**config.mk**
```make
export PLATFORM = sky130hd
export DESIGN_NAME = alu16_seq_flat
export DESIGN_NICKNAME = d
export VERILOG_FILES = /design/src/rtl/alu16_seq_pkg.sv /design/src/rtl/alu16_seq_if.sv /design/src/rtl/alu16_seq.sv /design/src/flat_wrapper.sv
export SDC_FILE = /design/constraint.sdc
export NUM_CORES = 1
export LEC_CHECK = 0
export CAP_MARGIN = 20
export CORE_UTILIZATION = 33
export CTS_BUF_LIST = sky130_fd_sc_hd__clkbuf_4 sky130_fd_sc_hd__clkbuf_8
export DETAILED_ROUTE_END_ITERATION = 16
export GPL_TIMING_DRIVEN = 0
export HOLD_SLACK_MARGIN = 0.12
export SLEW_MARGIN = 20
export SYNTH_ARGS = -nofsm -noshare
export SYNTH_HDL_FRONTEND = slang
export SYNTH_SLANG_ARGS = --single-unit
```
**constraint.sdc**
```tcl
create_clock -name clk -period 3.14 [get_ports clk]
set_input_delay 0.314 -clock clk [delete_from_list [all_inputs] [get_ports clk]]
set_output_delay 0.314 -clock clk [all_outputs]
set_load 0.03 [all_outputs]
```
**src/rtl/alu16_seq_pkg.sv**
```systemverilog
// Shared types and constants for the 16-bit ALU sequencer.
// Covers ALU op codes, flag bit positions, op16 and FSM encodings, and the latched request payload.
package alu16_seq_pkg;

  localparam int unsigned ALU_OP_W_DEF = 5;

  localparam logic [4:0] OP_ADD = 5'b00000;
  localparam logic [4:0] OP_ADC = 5'b00001;
  localparam logic [4:0] OP_SUB = 5'b00010;
  localparam logic [4:0] OP_SBC = 5'b00011;

  localparam int unsigned F_Z = 3;
  localparam int unsigned F_N = 2;
  localparam int unsigned F_H = 1;
  localparam int unsigned F_C = 0;

  typedef enum logic [1:0] {
    OP16_ADD_HL    = 2'b00,
    OP16_ADD_SP_E8 = 2'b01,
    OP16_INC       = 2'b10,
    OP16_DEC       = 2'b11
  } op16_t;

  typedef enum logic [1:0] {
    S_IDLE = 2'b00,
    S_LO   = 2'b01,
    S_HI   = 2'b10,
    S_DONE = 2'b11
  } state_t;

  // Operands captured when a request is accepted
  typedef struct packed {
    op16_t       op;
    logic [15:0] a;
    logic [15:0] b;
    logic [3:0]  f;
  } req_t;

endpackage

```
**src/rtl/alu16_seq_if.sv**
```systemverilog
// Request/response and ALU-side signals of the 16-bit sequencer.
// The slave modport is the sequencer; master is the parent that owns the regfile and the 8-bit ALU.
interface alu16_seq_if
  import alu16_seq_pkg::*;
#(
  parameter int unsigned ALU_OP_W = ALU_OP_W_DEF
) ();

  logic                start;
  op16_t               op16;
  logic [15:0]         opa;
  logic [15:0]         opb;
  logic [3:0]          flags_in;
  logic                busy;
  logic                done;
  logic [15:0]         result;
  logic [3:0]          flags_out;
  logic [7:0]          alu_a;
  logic [7:0]          alu_b;
  logic [ALU_OP_W-1:0] alu_op;
  logic [3:0]          alu_flags;
  logic [7:0]          alu_result;
  logic [3:0]          alu_flags_r;

  modport slave (
    input  start, op16, opa, opb, flags_in, alu_result, alu_flags_r,
    output busy, done, result, flags_out, alu_a, alu_b, alu_op, alu_flags
  );

  modport master (
    output start, op16, opa, opb, flags_in, alu_result, alu_flags_r,
    input  busy, done, result, flags_out, alu_a, alu_b, alu_op, alu_flags
  );

endinterface

```
**src/rtl/alu16_seq.sv**
```systemverilog
// Two-pass 16-bit sequencer (ADD HL,rr / ADD SP,e8 / INC rr / DEC rr) over a shared 8-bit ALU.
// Optional build macro ALU16_FAST_INCDEC_EN: INC16/DEC16 bypass the ALU and finish one cycle after start.
module alu16_seq
  import alu16_seq_pkg::*;
#(
  parameter int unsigned ALU_OP_W     = ALU_OP_W_DEF,
  parameter bit          SP_FLAGS_LOW = 1'b1
) (
  input  logic       clk,
  input  logic       rst,
  alu16_seq_if.slave bus
);

  state_t              state, state_d;
  req_t                req_q, src;
  logic                accept, fast_op;
  logic [15:0]         fast_res;
  logic [7:0]          lo_q;
  logic                c_lo_q, h_lo_q;
  logic                busy_q, busy_d, done_q, done_d;
  logic [15:0]         result_q, result_d;
  logic [3:0]          flags_q, flags_d;
  logic [7:0]          alu_a_q, alu_a_d, alu_b_q, alu_b_d;
  logic [ALU_OP_W-1:0] alu_op_q, alu_op_d;
  logic [3:0]          alu_flags_q, alu_flags_d;
  logic                unused_ok;

  assign accept    = (state == S_IDLE) && bus.start;
  assign src       = accept ? '{op: bus.op16, a: bus.opa, b: bus.opb, f: bus.flags_in} : req_q;
  assign unused_ok = ^bus.alu_flags_r[F_Z:F_N];

`ifdef ALU16_FAST_INCDEC_EN
  assign fast_op  = (bus.op16 == OP16_INC) || (bus.op16 == OP16_DEC);
  assign fast_res = (bus.op16 == OP16_INC) ? bus.opa + 16'd1 : bus.opa - 16'd1;
`else
  assign fast_op  = 1'b0;
  assign fast_res = '0;
`endif

  // State register
  always_ff @(posedge clk or posedge rst) begin
    if (rst) state <= S_IDLE;
    else     state <= state_d;
  end

  // Next state
  always_comb begin
    state_d = state;
    case (state)
      S_IDLE:  if (bus.start) state_d = fast_op ? S_DONE : S_LO;
      S_LO:    state_d = S_HI;
      S_HI:    state_d = S_DONE;
      S_DONE:  state_d = S_IDLE;
      default: state_d = S_IDLE;
    endcase
  end

  // Output values for the state being entered; ALU drive is registered so it is valid throughout that state
  always_comb begin
    busy_d      = (state_d != S_IDLE);
    done_d      = (state_d == S_DONE);
    result_d    = result_q;
    flags_d     = flags_q;
    alu_a_d     = '0;
    alu_b_d     = '0;
    alu_op_d    = ALU_OP_W'(OP_ADD);
    alu_flags_d = '0;
    case (state_d)
      S_LO: begin
        alu_a_d     = src.a[7:0];
        alu_flags_d = {src.f[F_Z:F_H], 1'b0};
        alu_b_d     = (src.op == OP16_ADD_HL || src.op == OP16_ADD_SP_E8) ? src.b[7:0] : 8'h01;
        if (src.op == OP16_DEC) alu_op_d = ALU_OP_W'(OP_SUB);
      end
      S_HI: begin
        // Entered from LO, so the ALU carry output is the low-byte carry/borrow right now
        alu_a_d     = req_q.a[15:8];
        alu_flags_d = {req_q.f[F_Z:F_H], bus.alu_flags_r[F_C]};
        alu_op_d    = (req_q.op == OP16_DEC) ? ALU_OP_W'(OP_SBC) : ALU_OP_W'(OP_ADC);
        case (req_q.op)
          OP16_ADD_HL:    alu_b_d = req_q.b[15:8];
          OP16_ADD_SP_E8: alu_b_d = {8{req_q.b[7]}};
          default:        alu_b_d = 8'h00;
        endcase
      end
      S_DONE: begin
        if (accept) begin
          result_d = fast_res;
          flags_d  = bus.flags_in;
        end else if (state == S_HI) begin
          result_d = {bus.alu_result, lo_q};
          case (req_q.op)
            OP16_ADD_HL:
              flags_d = {req_q.f[F_Z], 1'b0, bus.alu_flags_r[F_H], bus.alu_flags_r[F_C]};
            OP16_ADD_SP_E8:
              flags_d = SP_FLAGS_LOW ? {2'b00, h_lo_q, c_lo_q}
                                     : {2'b00, bus.alu_flags_r[F_H], bus.alu_flags_r[F_C]};
            default:
              flags_d = req_q.f;
          endcase
        end
      end
      default: ;
    endcase
  end

  // Operand latch, low-byte capture and output registers
  always_ff @(posedge clk or posedge rst) begin
    if (rst) begin
      req_q       <= '0;
      lo_q        <= '0;
      c_lo_q      <= 1'b0;
      h_lo_q      <= 1'b0;
      busy_q      <= 1'b0;
      done_q      <= 1'b0;
      result_q    <= '0;
      flags_q     <= '0;
      alu_a_q     <= '0;
      alu_b_q     <= '0;
      alu_op_q    <= ALU_OP_W'(OP_ADD);
      alu_flags_q <= '0;
    end else begin
      if (accept) req_q <= src;
      if (state == S_LO) begin
        lo_q   <= bus.alu_result;
        c_lo_q <= bus.alu_flags_r[F_C];
        h_lo_q <= bus.alu_flags_r[F_H];
      end
      busy_q      <= busy_d;
      done_q      <= done_d;
      result_q    <= result_d;
      flags_q     <= flags_d;
      alu_a_q     <= alu_a_d;
      alu_b_q     <= alu_b_d;
      alu_op_q    <= alu_op_d;
      alu_flags_q <= alu_flags_d;
    end
  end

  assign bus.busy      = busy_q;
  assign bus.done      = done_q;
  assign bus.result    = result_q;
  assign bus.flags_out = flags_q;
  assign bus.alu_a     = alu_a_q;
  assign bus.alu_b     = alu_b_q;
  assign bus.alu_op    = alu_op_q;
  assign bus.alu_flags = alu_flags_q;

endmodule

```
**src/flat_wrapper.sv**
```systemverilog
// flat-port wrapper written by rule: the top's interface ports become plain ports
module alu16_seq_flat import alu16_seq_pkg::*;
#(
  parameter int unsigned ALU_OP_W     = ALU_OP_W_DEF,
  parameter bit          SP_FLAGS_LOW = 1'b1
)
  (clk, rst, bus_start, bus_op16, bus_opa, bus_opb, bus_flags_in, bus_alu_result, bus_alu_flags_r, bus_busy, bus_done, bus_result, bus_flags_out, bus_alu_a, bus_alu_b, bus_alu_op, bus_alu_flags);
  alu16_seq_if #(.ALU_OP_W(ALU_OP_W)) bus_i ();
  input  logic clk;
  input  logic rst;
  input wire logic [$bits(bus_i.start)-1:0] bus_start;
  input wire logic [$bits(bus_i.op16)-1:0] bus_op16;
  input wire logic [$bits(bus_i.opa)-1:0] bus_opa;
  input wire logic [$bits(bus_i.opb)-1:0] bus_opb;
  input wire logic [$bits(bus_i.flags_in)-1:0] bus_flags_in;
  input wire logic [$bits(bus_i.alu_result)-1:0] bus_alu_result;
  input wire logic [$bits(bus_i.alu_flags_r)-1:0] bus_alu_flags_r;
  output wire logic [$bits(bus_i.busy)-1:0] bus_busy;
  output wire logic [$bits(bus_i.done)-1:0] bus_done;
  output wire logic [$bits(bus_i.result)-1:0] bus_result;
  output wire logic [$bits(bus_i.flags_out)-1:0] bus_flags_out;
  output wire logic [$bits(bus_i.alu_a)-1:0] bus_alu_a;
  output wire logic [$bits(bus_i.alu_b)-1:0] bus_alu_b;
  output wire logic [$bits(bus_i.alu_op)-1:0] bus_alu_op;
  output wire logic [$bits(bus_i.alu_flags)-1:0] bus_alu_flags;
  assign bus_i.start = bus_start;
  assign bus_i.op16 = bus_op16;
  assign bus_i.opa = bus_opa;
  assign bus_i.opb = bus_opb;
  assign bus_i.flags_in = bus_flags_in;
  assign bus_i.alu_result = bus_alu_result;
  assign bus_i.alu_flags_r = bus_alu_flags_r;
  assign bus_busy = bus_i.busy;
  assign bus_done = bus_i.done;
  assign bus_result = bus_i.result;
  assign bus_flags_out = bus_i.flags_out;
  assign bus_alu_a = bus_i.alu_a;
  assign bus_alu_b = bus_i.alu_b;
  assign bus_alu_op = bus_i.alu_op;
  assign bus_alu_flags = bus_i.alu_flags;
  alu16_seq #(.ALU_OP_W(ALU_OP_W), .SP_FLAGS_LOW(SP_FLAGS_LOW)) u_core (.clk(clk), .rst(rst), .bus(bus_i));
endmodule
```
==> out/results.tsv <==
metric	value	unit
status	finished, final reports clean	
syn_inst	302	
fin_util	0.458	
initial_core_util	0.338	
seq_area	2350	sq um
yosysSeqAreaShare	0.613	
grt_overflow	0	
portBuffers	94	
yosys-top-cells-count	94 x dfrtp_1, 43 x mux2_2, 23 x nand3_1	
critical_path_class	flop to flop	
cts-resized-gates	0	
peakVddDrop	0.439	mV
cap_violations	0	
crit_top_cell	buf_2	
synth_top_cell_by_area	dfrtp_1	
routedWlPerCell	16.2	microns
ys_ff_latch	94	
yosys_warnings	0	
place_hpwl	6270	microns
grt_first_pass_wirelength	14700	microns
rows	39	
clockBufferDepth	2	
reg2reg_to	u_core.req_q[31]	
clk_latency	0.36	ns
post-place-cells	542	
endpoint_kind	flop	
numClockSinks	94	
n_antenna_cell	0	
cts_root_buf	clkbuf_8	
critPathMaxStageDelay	0.40	ns
cts_tree	built	
relSlewSlack	0.600	
post-cts-setup-buffer-count	0	
worst_slew_pin_slew	0.597	ns
finalHoldViolCount	0	
place_congestion	0.747	
yosysTopAreaCellShare	0.613	
antenna_found_initial	0	
postCtsHoldBufs	0	
finClkSkew	0.00956	ns
grt_pass1_vias	2886	
synth_most_common_cell	dfrtp_1	
die_w	110	microns
power.leakage	2.32	nW
drtIter0Drc	98	
rr_startpoint	u_core.state[0]	
cts_made_buffers	9	
totalPowerFinal	0.00542	W
synth-async-reset-ratio	1.00	
viasPerCell	4.84	
grt_max_degree	75	
synthToLayoutAreaGrowth	35.7	%
synthFlopType	dfrtp_1	
worstRegToRegCells	7	
max_clock_freq	479	MHz
dr.pass1.iters	5	
drive_above_1_share	0.193	
timing.final.crit_share	0.665	
regToRegSetupSlack	1.05	ns
path_clk_slew	0.09	ns
p_per_area	1040	nW/um^2
cp.arrival	2.33	ns
finalSetupViolations	0	
fp.coreArea	11400	sq um
num_io_pins	100	
synth_cell_type_count	33	
drc	0	
instances_no_fill	557	
multi_input_area	1280	sq um
layout.nets	468	
rsz0062_at_grt	false	
vias	2697	
fin_crit	2.09	ns
slew_violations	0	
grt_use_total	0.163	
synth_area_leaders	dfrtp_1 61%, mux2_2 13%, nand3_1 3.0%	
die_y	110	microns
hp-class	input pin to asynchronous set/reset pin	
fill_cells	1063	
synth-edff-count	0	
fin_setup_tns	0	ns
die-area	12100	sq um
startpoint_type	flop	
path_cells	inv_1 > ha_1 > buf_4 > nand2_1 > buf_2 > buf_2 > mux2_2	
worst_ep_required_time	3.38	ns
wl	9010	microns
avgSynthCellArea	12.7	sq um
ant_nets	0	
cp_max_fo	10	
cts.htree.levels	3	
netlist_area	3840	sq um
cpMaxStageDelayCell	dfrtp_1	
==> cells by family after synthesis <==
family          synth area share
compound gates            0.0975
fa+ha+maj                 0.0163
buf+inv                   0.0551
flops                      0.613
mux                        0.147
other cells             0.000977
simple gates              0.0701
==> cell usage in the layout (no fill, tap or decap), types with 2 or more instances in the layout <==
cell type	instances
buf_2	10
ha_1	5
a21boi_0	2
mux2_2	43
inv_1	19
buf_6	2
o22ai_1	2
o211ai_1	2
or2_2	2
nand2_1	10
o21ai_0	16
clkdlybuf4s50_1	94
a31oi_1	4
bufinv_16	2
buf_4	4
and3_1	3
clkbuf_1	7
nor2_1	12
o2bb2ai_1	3
dfrtp_1	94
a41o_1	7
clkbuf_4	2
nand3_1	23
buf_1	2
mux2i_1	8
nand2b_1	4
a32o_1	8
conb_1	3
clkbuf_8	9
==> worst max-delay path by stage <==
| stage | from | to | cells past startpoint |
|---|---|---|---|
| floorplan | rst | u_core.bus.alu_a[0] | 1 |
| global placement | rst | u_core.req_q[18] | 2 |
| detailed placement | u_core.state[0] | u_core.req_q[28] | 7 |
| CTS | u_core.state[0] | u_core.req_q[31] | 7 |
| global route | u_core.state[0] | u_core.req_q[31] | 7 |
| finish | u_core.state[0] | u_core.req_q[31] | 7 |
==> layout make-up <==
type	count	area share
clock inverter	4	0.0139
multi-input combinational	165	0.246
sequential	94	0.452
tap	143	0.0344
buffer	25	0.0262
inverter	20	0.0154
clock buffer	11	0.0267
timing repair buffer	95	0.186
==> registers in the layout (all words and copies together), names as in the netlist, 2 cells and up <==
register / cells
u_core.state: 2
u_core.req_q: 38
u_core.lo_q: 8
u_core.bus.alu_a: 8
u_core.bus.alu_b: 8
u_core.bus.alu_flags: 4
u_core.bus.flags_out: 4
u_core.bus.result: 16
u_core.bus.alu_op: 2
==> power by group <==
group / switching (W) / leakage [nW] / internal [W]
combinational: 0.00139 / 1.06 / 0.00115
clock: 0.000413 / 0.106 / 0.000462
sequential: 0.000241 / 1.16 / 0.00177
==> per-stage QoR <==
stage	hold WS, ns	worst slack, ns	area [sq um]
2_1_floorplan	0.438	0.377	3840
4_1_cts	0.264	1.00	5210
3_5_place_dp	0.460	1.03	5000
6_report	0.271	1.05	5210
3_3_place_gp	0.451	-1.16	4960
5_1_grt	0.266	0.872	5210
==> worst max-delay path, delay by kind of cell, from the launching register on <==
family        cells  cell delay (ns)
buf+inv           4             0.88
mux               1             0.37
simple gates      1             0.12
flops             1             0.40
fa+ha+maj         1             0.20
==> per-layer routing <==
layer	up-vias	wire, microns	track usage
met4	0	95	0.0457
met5	-	0	0
met1	1323	4100	0.210
met2	100	4070	0.257
met3	8	739	0.0605
li1	1266	-	-
No activity file was read; power rests on OpenSTA's default activity.
